[src/rtl/result_serializer_if.sv]
// rtl/result_serializer_if.sv - byte-stream valid/ready bundle between the result serializer and the output pins
interface result_serializer_if #(
    parameter int OUT_W = 8
);
    logic [OUT_W-1:0] out_data;
    logic             out_valid;
    logic             out_ready;

    modport master (output out_data, output out_valid, input out_ready);
    modport slave  (input out_data, input out_valid, output out_ready);
endinterface

[src/rtl/result_serializer.sv]
// rtl/result_serializer.sv - captures the N_ELEM x ELEM_W result vector and streams it LSB-byte-first
// Optional trailing XOR checksum byte enabled by SERIALIZER_CHECKSUM_EN.
module result_serializer #(
    parameter int N_ELEM = 9,
    parameter int ELEM_W = 18,
    parameter int OUT_W  = 8
) (
    input  logic                     clk,
    input  logic                     rst,
    input  logic                     start,
    input  logic [N_ELEM*ELEM_W-1:0] c_flat,
    output logic                     busy,
    output logic                     done,
    result_serializer_if.master      out_if
);
    localparam int BPE = (ELEM_W + OUT_W - 1) / OUT_W;
    localparam int EIW = (N_ELEM > 1) ? $clog2(N_ELEM) : 1;
    localparam int BIW = (BPE > 1) ? $clog2(BPE) : 1;

`ifdef SERIALIZER_CHECKSUM_EN
    typedef enum logic [1:0] {S_IDLE, S_SEND, S_CSUM, S_FINISH} state_t;
`else
    typedef enum logic [1:0] {S_IDLE, S_SEND, S_FINISH} state_t;
`endif

    state_t                   state_q, state_d;
    logic [N_ELEM*ELEM_W-1:0] cap_q;
    logic [EIW-1:0]           elem_q, elem_nx;
    logic [BIW-1:0]           byte_q, byte_nx;
    logic [OUT_W-1:0]         data_q;
    logic                     out_valid;
    logic                     xfer;
    logic                     byte_wrap;
    logic                     last_byte;
`ifdef SERIALIZER_CHECKSUM_EN
    logic [OUT_W-1:0]         csum_q;
`endif

    // Element is zero-extended to a whole number of bytes before the byte is picked.
    function automatic logic [OUT_W-1:0] pick_byte(input logic [N_ELEM*ELEM_W-1:0] vec,
                                                   input logic [EIW-1:0] e,
                                                   input logic [BIW-1:0] b);
        logic [BPE*OUT_W-1:0] padded;
        padded = '0;
        padded[ELEM_W-1:0] = vec[int'(e)*ELEM_W +: ELEM_W];
        return padded[int'(b)*OUT_W +: OUT_W];
    endfunction

`ifdef SERIALIZER_CHECKSUM_EN
    assign out_valid = (state_q == S_SEND) || (state_q == S_CSUM);
`else
    assign out_valid = (state_q == S_SEND);
`endif
    assign xfer      = out_valid && out_if.out_ready;
    assign byte_wrap = (byte_q == BIW'(BPE - 1));
    assign last_byte = byte_wrap && (elem_q == EIW'(N_ELEM - 1));
    assign elem_nx   = byte_wrap ? elem_q + EIW'(1) : elem_q;
    assign byte_nx   = byte_wrap ? '0 : byte_q + BIW'(1);

    assign out_if.out_data  = data_q;
    assign out_if.out_valid = out_valid;
    assign busy             = (state_q != S_IDLE);
    assign done             = (state_q == S_FINISH);

    always_ff @(posedge clk or posedge rst) begin
        if (rst) state_q <= S_IDLE;
        else     state_q <= state_d;
    end

    always_comb begin
        state_d = state_q;
        case (state_q)
            S_IDLE: if (start) state_d = S_SEND;
`ifdef SERIALIZER_CHECKSUM_EN
            S_SEND: if (xfer && last_byte) state_d = S_CSUM;
            S_CSUM: if (xfer) state_d = S_FINISH;
`else
            S_SEND: if (xfer && last_byte) state_d = S_FINISH;
`endif
            S_FINISH: state_d = S_IDLE;
            default:  state_d = S_IDLE;
        endcase
    end

    // The next byte is prefetched into data_q on each transfer so the output stays registered.
    always_ff @(posedge clk or posedge rst) begin
        if (rst) begin
            cap_q  <= '0;
            elem_q <= '0;
            byte_q <= '0;
            data_q <= '0;
`ifdef SERIALIZER_CHECKSUM_EN
            csum_q <= '0;
`endif
        end else begin
            case (state_q)
                S_IDLE: begin
                    if (start) begin
                        cap_q  <= c_flat;
                        elem_q <= '0;
                        byte_q <= '0;
                        data_q <= pick_byte(c_flat, '0, '0);
`ifdef SERIALIZER_CHECKSUM_EN
                        csum_q <= '0;
`endif
                    end
                end
                S_SEND: begin
                    if (xfer) begin
`ifdef SERIALIZER_CHECKSUM_EN
                        csum_q <= csum_q ^ data_q;
`endif
                        if (last_byte) begin
`ifdef SERIALIZER_CHECKSUM_EN
                            data_q <= csum_q ^ data_q;
`endif
                        end else begin
                            elem_q <= elem_nx;
                            byte_q <= byte_nx;
                            data_q <= pick_byte(cap_q, elem_nx, byte_nx);
                        end
                    end
                end
                default: ;
            endcase
        end
    end
endmodule
[src/flat_wrapper.sv]
// flat-port wrapper written by rule: the top's interface ports become plain ports
module result_serializer_flat 
#(
    parameter int N_ELEM = 9,
    parameter int ELEM_W = 18,
    parameter int OUT_W  = 8
)
  (clk, rst, start, c_flat, busy, done, out_if_out_data, out_if_out_valid, out_if_out_ready);
  result_serializer_if #(.OUT_W(OUT_W)) out_if_i ();
  input  logic clk;
  input  logic rst;
  input  logic start;
  input  logic [N_ELEM*ELEM_W-1:0] c_flat;
  output logic busy;
  output logic done;
  output wire logic [$bits(out_if_i.out_data)-1:0] out_if_out_data;
  output wire logic [$bits(out_if_i.out_valid)-1:0] out_if_out_valid;
  input wire logic [$bits(out_if_i.out_ready)-1:0] out_if_out_ready;
  assign out_if_out_data = out_if_i.out_data;
  assign out_if_out_valid = out_if_i.out_valid;
  assign out_if_i.out_ready = out_if_out_ready;
  result_serializer #(.N_ELEM(N_ELEM), .ELEM_W(ELEM_W), .OUT_W(OUT_W)) u_core (.clk(clk), .rst(rst), .start(start), .c_flat(c_flat), .busy(busy), .done(done), .out_if(out_if_i));
endmodule
[config.mk]
export PLATFORM = sky130hd
export DESIGN_NAME = result_serializer_flat
export DESIGN_NICKNAME = d
export VERILOG_FILES = /design/src/rtl/result_serializer_if.sv /design/src/rtl/result_serializer.sv /design/src/flat_wrapper.sv
export SDC_FILE = /design/constraint.sdc
export NUM_CORES = 1
export LEC_CHECK = 0
export BUFFER_PORTS_ARGS = -buffer_cell sky130_fd_sc_hd__buf_2
export CAP_MARGIN = 20
export CORE_ASPECT_RATIO = 1.75
export CORE_MARGIN = 1
export CORE_UTILIZATION = 51
export CTS_BUF_LIST = sky130_fd_sc_hd__clkbuf_4 sky130_fd_sc_hd__clkbuf_8
export DETAILED_ROUTE_END_ITERATION = 12
export HOLD_SLACK_MARGIN = 0.06
export PLACE_DENSITY = 0.75
export SYNTH_ARGS = -nofsm -noshare
export SYNTH_HDL_FRONTEND = slang
export SYNTH_SLANG_ARGS = --single-unit
[constraint.sdc]
create_clock -name clk -period 7.2 [get_ports clk]
set_input_delay 1.08 -clock clk [delete_from_list [all_inputs] [get_ports clk]]
set_output_delay 1.08 -clock clk [all_outputs]
set_load 0.02 [all_outputs]
==> results.yml, run 1 <==
outcome:
  outcome: "finished clean"
grt:
  grt_start_max_net_pins: 99
  antenna_found_initial: 0
  grt_pass1_wl_microns: 41870
  grt_overflow_total: 0
  grt_pass1_vias: 7915
  track_usage_pct: 31.14
setup_path:
  crit_cells: 9
  crit_family: "compound AO/OA/AOI/OAI gates"
  crit_start: "u_core.elem_q[0]"
  end_kind: "flip-flop"
  cp_data_arrival_time_ns: 4.30
  required_ns: 7.59
  crit_chain: "buf_4 > inv_2 > ha_1 > and3b_1 > a21oi_4 > nor2_1 > o311a_1 > or4_1 > a31oi_1"
  cp_num_buf_inv: 2
  cp-endpoint: "u_core.out_if.out_data[1]"
  reg2reg_from: "u_core.elem_q[0]"
  critPathLaunchType: "flip-flop"
  critPathSlowestCell: "ha_1"
  crit_type: "flip-flop to flip-flop"
  r2r_slack_ns: 3.29
  critPathMaxFanout: 51
  critPathMaxStageDelay_ns: 0.63
  reg2reg_to: "u_core.out_if.out_data[1]"
  r2r_cells: 9
logic_synthesis:
  synth_seq_cells: 178
  syn_avg_cell_area_sq_um: 8.179
  synthCells: 1102
  ys.flop_type: "dfrtp_1"
  yosysTopAreaCell: "dfrtp_1"
  syn-cell-area_sq_um: 9014
  yosysTopAreaCellShare_pct: 49.42
  synth-edff-count: 0
  synth_warnings: 0
  synth_nets: 1270
  synth_cell_types: 71
  ys_seq_area_share_pct: 49.42
  synthTopCellsByArea: "dfrtp_1 (49%), nand2_1 (23%), mux2i_1 (2.2%), clkbuf_1 (2.1%), a21oi_1 (2.1%)"
  synthArstFlopShare_pct: 100.0
clocking:
  clock_insertion_delay_worst_skew_ns: 0.46
  cts_setup_buffers: 0
  cts-buffers-inserted: 17
  hold_buffers: 0
  htree_levels: 4
  clk_pin_slew_ns: 0.10
  cts-resized-gates: 0
  clock_tree.buffer_depth: 2
  cts_root_buffer: "clkbuf_8"
  clock-sinks: 178
  cts_tree: "yes"
final_layout:
  drive_gt1_share_pct: 19.52
  mostFrequentLayoutCells: "nand2_1 (542), dfrtp_1 (178), buf_2 (176)"
  finalNetCount: 1405
  final_cells: 1481
  antenna_cells: 0
  layout_commonest_cell: "nand2_1"
  fin_area_sq_um: 10410
  area_delta_synth_final_pct: 15.46
  fin_util_pct: 59.89
  fill_cells: 1618
floorplanning:
  die_w_microns: 102.5
  io_pins: 177
  start_util_pct: 51.87
  fp.dieH_microns: 177.9
  design.core.area_sq_um: 17380
  die_area_sq_um: 18230
  rows: 64
detailed_routing:
  drtAntennaViolNets: 0
  drt_iter0_drc: 515
  wl_per_cell_microns: 18.25
  drt_first_pass_iters: 6
  drt_wl_total_microns: 27040
  viasPerCell: 5.577
  drc: 0
  num_vias: 8260
placed_design:
  dpl_cell_area_sq_um: 9968
  io_buffers: 176
  place_congestion: 1.020
  place_hpwl_microns: 19710
  post-place-cells: 1448
sta:
  slew_headroom_pct: 34.91
  fin_crit_ns: 3.909
  setup_violations: 0
  clock.fmax_ghz: 0.2558
  fin_skew_ns: 0.01212
  period_share_pct: 54.29
  tns_ns: 0
  drv_slew: 0
  hold_violations: 0
  tightest_slew_ns: 0.9764
  rsz0062_at_grt: "false"
worst_hold_path:
  hold_path_class: "flip-flop to flip-flop"
power:
  power_mw: 4.827
  powerDensity_nw_per_um2: 463.8
  vdd_drop_max_mv: 0.2922
  p_leak_nw: 5.410
run:
  max_cap_violations: 0
-- final cells by class --
class                      count  area (sq um)  share of cell area [%]
clock buffer                  18         247.7                   2.380
sequential                   178          4454                   42.80
multi-input combinational    843          4227                   40.61
clock inverter                14         163.9                   1.575
tap                          231         289.0                   2.777
timing repair buffer         187         983.4                   9.449
inverter                      10         42.54                  0.4088
-- routing by layer --
| metal | track usage [%] | part of all wire, % | up-vias |
|---|---|---|---|
| li1 | - | - | 3936 |
| met1 | 38.34 | 40 | 3950 |
| met2 | 52.19 | 50 | 304 |
| met3 | 4.726 | 5.5 | 70 |
| met4 | 15.83 | 4.5 | 0 |
| met5 | 0 | 0 | - |
-- state kept, by name, indices dropped and copies added, names as in the netlist --
| register | count |
|---|---|
| u_core.byte_q | 2 |
| u_core.cap_q | 162 |
| u_core.out_if.out_data | 8 |
| u_core.elem_q | 4 |
| u_core.state_q | 2 |
-- report_power, final --
part           total (mW)  leakage, nW  switching, mW  internal, mW
registers            1.80         2.26          0.381          1.42
logic                2.32         2.94           1.48         0.839
clock network       0.707        0.208          0.405         0.302
total                4.83         5.41           2.26          2.56
-- metrics by stage --
step	setup slack (ns)	hold WS, ns
6_report	3.291	0.4812
5_1_grt	3.113	0.5072
4_1_cts	3.337	0.4872
3_5_place_dp	3.394	0.4621
3_3_place_gp	3.423	0.4538
2_1_floorplan	1.290	0.4368
-- synth_stat cells, types with 9 or more instances --
cell type  number
o211ai_1        9
nand2b_1        9
o21ai_0        28
o221ai_1       12
o22ai_1        18
nor2_1         30
clkbuf_1       50
a21oi_1        37
mux2i_1        20
dfrtp_1       178
nor3_1          9
buf_2          12
nand2_1       543
-- worst reg2reg max path, delay by kind of cell, from the launching register on --
| kind | cells | cell delay (ns) |
|---|---|---|
| compound gates | 3 | 1.11 |
| buf+inv | 2 | 0.79 |
| simple gates | 3 | 0.98 |
| flops | 1 | 0.33 |
| fa+ha+maj | 1 | 0.64 |
-- how the worst min path moves through the flow --
stage | endpoint | from | cells past startpoint | slack, ns
2_1_floorplan | u_core.cap_q[99] | u_core.cap_q[99] | 2 | 0.44
3_3_place_gp | u_core.cap_q[69] | u_core.cap_q[69] | 2 | 0.45
3_5_place_dp | u_core.cap_q[129] | u_core.cap_q[129] | 2 | 0.46
4_1_cts | u_core.cap_q[69] | u_core.cap_q[69] | 2 | 0.49
5_1_grt | u_core.cap_q[159] | u_core.cap_q[159] | 2 | 0.51
6_report | u_core.cap_q[39] | u_core.cap_q[39] | 2 | 0.48
-- kinds of logic after synthesis --
| logic type | count (synthesis) | share of synthesized area (%) |
|---|---|---|
| adder cells (fa/ha/maj) | 2 | 0.2776 |
| XOR/XNOR | 5 | 0.6525 |
| buffers and inverters | 81 | 3.956 |
| flip-flops | 178 | 49.42 |
| AO/OA/AOI/OAI | 172 | 13.34 |
| multiplexers | 26 | 3.595 |
| AND/OR/NAND/NOR | 638 | 28.76 |
Note: power is estimated with default switching activity, not from simulation.
==> run 2, diff against run 1 <==
--- a/config.mk
+++ b/config.mk
@@ -5,6 +5,7 @@
 export SDC_FILE = /design/constraint.sdc
 export NUM_CORES = 1
 export LEC_CHECK = 0
+export ABC_AREA = 1
 export BUFFER_PORTS_ARGS = -buffer_cell sky130_fd_sc_hd__buf_2
 export CAP_MARGIN = 20
 export CORE_ASPECT_RATIO = 1.75
==> constraint.sdc (replaced) <==
create_clock -name clk -period 3.8 [get_ports clk]
set_input_delay 0.57 -clock clk [delete_from_list [all_inputs] [get_ports clk]]
set_output_delay 0.57 -clock clk [all_outputs]
set_load 0.02 [all_outputs]
==> results.yml, run 2 <==
sta:
  tns_ns: 0
  fin_crit_ns: 2.797
  clock.fmax_ghz: 0.3575
  rsz0062_at_grt: "false"
  hold_violations: 0
  tightest_slew_ns: 0.9571
  drv_slew: 0
  slew_headroom_pct: 36.19
  fin_skew_ns: 0.01438
  period_share_pct: 73.61
  setup_violations: 0
clocking:
  htree_levels: 4
  clock-sinks: 178
  cts_tree: "yes"
  cts-resized-gates: 0
  clock_insertion_delay_worst_skew_ns: 0.46
  cts_setup_buffers: 0
  clk_pin_slew_ns: 0.10
  cts-buffers-inserted: 17
  cts_root_buffer: "clkbuf_8"
  hold_buffers: 0
  clock_tree.buffer_depth: 2
detailed_routing:
  wl_per_cell_microns: 15.48
  num_vias: 8052
  viasPerCell: 5.155
  drt_iter0_drc: 517
  drt_wl_total_microns: 24180
  drc: 0
  drt_first_pass_iters: 5
  drtAntennaViolNets: 0
logic_synthesis:
  synth_cell_types: 23
  synth_seq_cells: 178
  synthArstFlopShare_pct: 100.0
  ys.flop_type: "dfrtp_1"
  yosysTopAreaCell: "dfrtp_1"
  synth_nets: 1355
  syn-cell-area_sq_um: 8763
  yosysTopAreaCellShare_pct: 50.83
  synthCells: 1187
  syn_avg_cell_area_sq_um: 7.383
  synth-edff-count: 0
  synth_warnings: 0
  synthTopCellsByArea: "dfrtp_1 (51%), nand2_1 (24%), nand3_1 (8.2%), o21ai_0 (4.7%), inv_1 (4.0%)"
  synth_most_common_cell: "nand2_1"
  ys_seq_area_share_pct: 50.83
  synth_common_cells: "nand2_1 (552), dfrtp_1 (178), nand3_1 (143)"
floorplanning:
  fp.dieH_microns: 175.4
  design.core.area_sq_um: 16870
  start_util_pct: 51.95
  io_pins: 177
  die_area_sq_um: 17730
  die_w_microns: 101.1
  rows: 63
setup_path:
  crit_type: "flip-flop to flip-flop"
  reg2reg_to: "u_core.out_if.out_data[7]"
  critPathLaunchType: "flip-flop"
  r2r_slack_ns: 1.00
  cp_data_arrival_time_ns: 3.18
  end_kind: "flip-flop"
  required_ns: 4.18
  reg2reg_from: "u_core.elem_q[0]"
  critPathMaxFanout: 37
  r2r_cells: 15
power:
  power_frac_seq_pct: 36.9
  p_sw_mw: 4.272
  p_clk_share_pct: 14.1
  powerDensity_nw_per_um2: 895.4
  combPwrFrac_pct: 49.0
  p_leak_nw: 5.417
  power_mw: 9.012
  intPower_mw: 4.740
  swShare_pct: 47.40
  vdd_drop_max_mv: 0.5188
worst_hold_path:
  whs_endpoint: "u_core.cap_q[138]"
  hold_depth: 3
  min_from: "c_flat[138]"
  hold_path_class: "primary input to flip-flop"
placed_design:
  dpl_cell_area_sq_um: 9683
  io_buffers: 176
  place_hpwl_microns: 17670
  place_congestion: 0.9617
final_layout:
  area_delta_synth_final_pct: 14.85
  layout_commonest_cell: "nand2_1"
  fin_area_sq_um: 10060
  mostFrequentLayoutCells: "nand2_1 (551), dfrtp_1 (178), buf_2 (176)"
  finalNetCount: 1490
  largest_reg_flops: 162
  antenna_cells: 0
  regMostFlops: "u_core.cap_q"
  drive_gt1_share_pct: 17.75
outcome:
  outcome: "finished clean"
grt:
  track_usage_pct: 28.78
  grt_pass1_vias: 7630
  grt_start_max_net_pins: 179
  grt_overflow_total: 0
  grt_pass1_wl_microns: 38660
  antenna_found_initial: 0
run:
  max_cap_violations: 0
[run 2: area by class of cell]
type,count,area [sq um]
Inverter,102,391.6
Timing Repair Buffer,186,980.9
Fill cell,1691,6804
Clock buffer,18,241.5
Tap cell,227,284.0
Sequential cell,178,4454
Clock inverter,14,140.1
Multi-Input combinational cell,837,3572
[run 2: how the worst max path moves through the flow]
stage / startpoint / endpoint / slack, ns / cells past startpoint
6_report: u_core.elem_q[0] / u_core.out_if.out_data[7] / 1.00 / 15
5_1_grt: u_core.elem_q[0] / u_core.out_if.out_data[2] / 0.79 / 15
4_1_cts: u_core.elem_q[0] / u_core.out_if.out_data[2] / 1.00 / 15
3_5_place_dp: u_core.byte_q[1] / u_core.out_if.out_data[5] / 1.04 / 13
3_3_place_gp: u_core.elem_q[0] / u_core.out_if.out_data[2] / 1.05 / 15
2_1_floorplan: rst / u_core.byte_q[0] / 0.95 / 1
[run 2: power by group through the flow]
stage                     Clock (mW)  Combinational (mW)  Sequential, mW
after CTS                       1.28                4.43            3.32
final                           1.27                4.42            3.33
after floorplan                    0                3.42            3.19
after detailed placement           0                4.39            3.36
after global placement             0                4.33            3.34
after global routing            1.36                5.03            3.40
[run 2: logic make-up after synthesis]
kind of cell	after synthesis	share of synthesized area [%]
simple gates	722	33.70
flops	178	50.83
buf+inv	172	8.438
compound gates	113	6.753
fa+ha+maj	2	0.2855
[run 2: critical path, stage by stage (launching register included)]
cell     delay (ns)
dfrtp_1        0.48
inv_2          0.09
ha_1           0.28
inv_1          0.04
nand3_1        0.07
nand2_1        0.08
buf_4          0.21
inv_2          0.52
nand3_1        0.28
nand2_1        0.15
nand2_1        0.08
nand2_1        0.09
nand2_1        0.06
nand2_1        0.05
nand2_1        0.05
a21oi_1        0.15
[run 2: per-layer routing]
layer / share of wire [%] / GRT usage, % / wire, microns / vias to the layer above
met4: 6.0 / 16.85 / 1449 / 0
met1: 38 / 33.64 / 9215 / 3679
li1: - / - / - / 3975
met5: 0 / 0 / 0 / -
met2: 52 / 49.94 / 12470 / 321
met3: 4.3 / 3.542 / 1041 / 77
[run 2: through the flow]
stage                     hold slack (ns)  worst slack [ns]  utilization [%]  cells
final                              0.2970             1.003            59.66   1562
after global routing               0.2904            0.7863            59.66   1562
after CTS                          0.2892             1.001            59.66   1562
after detailed placement           0.4655             1.044            57.40   1530
after global placement             0.4634             1.052            57.40   1530
after floorplan                    0.4492            0.9494                -   1187
==> run 3, diff against run 2 <==
--- a/config.mk
+++ b/config.mk
@@ -5,7 +5,7 @@
 export SDC_FILE = /design/constraint.sdc
 export NUM_CORES = 1
 export LEC_CHECK = 0
-export ABC_AREA = 1
+export ABC_AREA = 0
 export BUFFER_PORTS_ARGS = -buffer_cell sky130_fd_sc_hd__buf_2
 export CAP_MARGIN = 20
 export CORE_ASPECT_RATIO = 1.75
@@ -14,7 +14,7 @@
 export CTS_BUF_LIST = sky130_fd_sc_hd__clkbuf_4 sky130_fd_sc_hd__clkbuf_8
 export DETAILED_ROUTE_END_ITERATION = 12
 export HOLD_SLACK_MARGIN = 0.06
-export PLACE_DENSITY = 0.75
+export PLACE_DENSITY = 0.78
 export SYNTH_ARGS = -nofsm -noshare
 export SYNTH_HDL_FRONTEND = slang
 export SYNTH_SLANG_ARGS = --single-unit
==> constraint.sdc (replaced) <==
create_clock -name clk -period 2.3 [get_ports clk]
set_input_delay 0.345 -clock clk [delete_from_list [all_inputs] [get_ports clk]]
set_output_delay 0.345 -clock clk [all_outputs]
set_load 0.02 [all_outputs]
==> results.yml, run 3 (synthesis gave the netlist of run 1 again) <==
floorplanning:
  die_w_microns: 102.5
  rows: 64
  fp.dieH_microns: 177.9
  io_pins: 177
  die_area_sq_um: 18230
  start_util_pct: 51.87
  design.core.area_sq_um: 17380
grt:
  grt_overflow_total: 0
  antenna_found_initial: 0
  use_met2_pct: 66.44
  grt_pass1_vias: 9815
  grt_start_max_net_pins: 95
  grt_pass1_wl_microns: 51630
  grt_busiest_layer: "met2"
  grt_use_met1_pct: 44.38
  use_met3_pct: 5.868
  track_usage_pct: 38.64
detailed_routing:
  drt_wl_total_microns: 33640
  drtAntennaViolNets: 0
  drt_iter0_drc: 697
  num_vias: 9544
  drc: 0
  viasPerCell: 5.641
  drt_first_pass_iters: 5
  wl_per_cell_microns: 19.88
clocking:
  clk_pin_slew_ns: 0.10
  cts-buffers-inserted: 17
  clock_tree.buffer_depth: 2
  cts_root_buffer: "clkbuf_8"
  cts_tree: "yes"
  clock_insertion_delay_worst_skew_ns: 0.49
  htree_levels: 4
  clock-sinks: 178
setup_path:
  critPathMaxFanout: 13
  critPathLaunchType: "flip-flop"
  r2r_slack_ns: -0.08
  end_kind: "flip-flop"
  cp_data_arrival_time_ns: 2.79
  crit_type: "flip-flop to flip-flop"
  required_ns: 2.71
outcome:
  outcome: "finished with violations"
  violations: "negative setup slack"
sta:
  worst_slack_ns: -0.08167
  period_share_pct: 103.6
  hold_violations: 0
  setup_violations: 1
  fin_crit_ns: 2.382
  slew_headroom_pct: 61.88
  drv_slew: 0
  rsz0062_at_grt: "true"
  clock.fmax_ghz: 0.4199
  tightest_slew_ns: 0.5692
  fin_skew_ns: 0.01265
  holdWs_ns: 0.07155
final_layout:
  antenna_cells: 0
  largest_reg_flops: 162
  layout_commonest_cell: "nand2_1"
  mostFrequentLayoutCells: "nand2_1 (542), dfrtp_1 (178), buf_2 (176)"
  regMostFlops: "u_core.cap_q"
  final_cells: 1692
  finalNetCount: 1617
  drive_gt1_share_pct: 22.59
  fill_cells: 1229
  fin_area_sq_um: 12520
  area_delta_synth_final_pct: 38.87
run:
  max_cap_violations: 0
power:
  powerDensity_nw_per_um2: 1396
  vdd_drop_max_mv: 0.7296
  p_leak_nw: 6.377
worst_hold_path:
  hold_path_class: "primary input to flip-flop"
placed_design:
  post-place-cells: 1522
  place_hpwl_microns: 22370
  io_buffers: 176
  place_congestion: 0.9605
  dpl_cell_area_sq_um: 10650
run 3: per-layer routing:
metal,routed length (microns),part of all wire (%)
met5,0,0
met4,1859,5.5
met3,1849,5.5
met2,17470,52
met1,12460,37
run 3: report_power, final:
group,internal [mW],leakage (nW),switching (mW)
clock network,1.04,0.191,1.18
registers,4.46,2.26,1.10
logic,4.18,3.92,5.53
total,9.67,6.38,7.81
run 3: final cells by class:
| type | count | area, sq um | share of cell area, % |
|---|---|---|---|
| sequential | 178 | 4454 | 35.59 |
| multi-input combinational | 843 | 4308 | 34.42 |
| timing repair buffer | 399 | 3025 | 24.17 |
| tap | 231 | 289.0 | 2.309 |
| clock buffer | 20 | 269.0 | 2.149 |
| clock inverter | 11 | 130.1 | 1.040 |
| inverter | 10 | 41.29 | 0.3299 |
run 3: metrics by stage:
step                total power [mW]  setup TNS, ns  worst slack, ns  util (%)
global route                   18.41        -0.2156         -0.07663     72.03
floorplan                      10.52         -58.97          -0.3445         -
detailed placement             14.49        -0.1901         -0.07246     61.28
CTS                            17.01              0         0.004010     71.55
global placement               14.36        -0.1861         -0.07126     61.28
finish                         17.48       -0.08167         -0.08167     72.03
run 3: timing repair:
item,in CTS,in global routing
hold endpoints to repair,145,0
gates resized for setup,6,10
hold buffers,135,0
pin swaps,1,1
setup buffers,0,4
endpoints found under the setup margin,5,8
cloned,0,0
run 3: final timing paths:
kind / from / to / cells after the start
worst min register to register: u_core.cap_q[94] / u_core.cap_q[94] / 2
worst max register to register: u_core.byte_q[1] / u_core.out_if.out_data[4] / 8
worst max-delay path: u_core.byte_q[1] / u_core.out_if.out_data[4] / 8
min in group asynchronous: rst / u_core.cap_q[65] / 3
max in group asynchronous: rst / u_core.cap_q[76] / 4
worst min-delay path: c_flat[14] / u_core.cap_q[14] / 3
run 3: critical path: stages, from the launching register on:
cell and delay, ns:
dfrtp_1 0.39, nor2b_2 0.19, buf_12 0.16, xnor2_4 0.40, buf_4 0.22, a221oi_1 0.07
o211ai_1 0.49, nand4b_1 0.21, o22ai_1 0.16
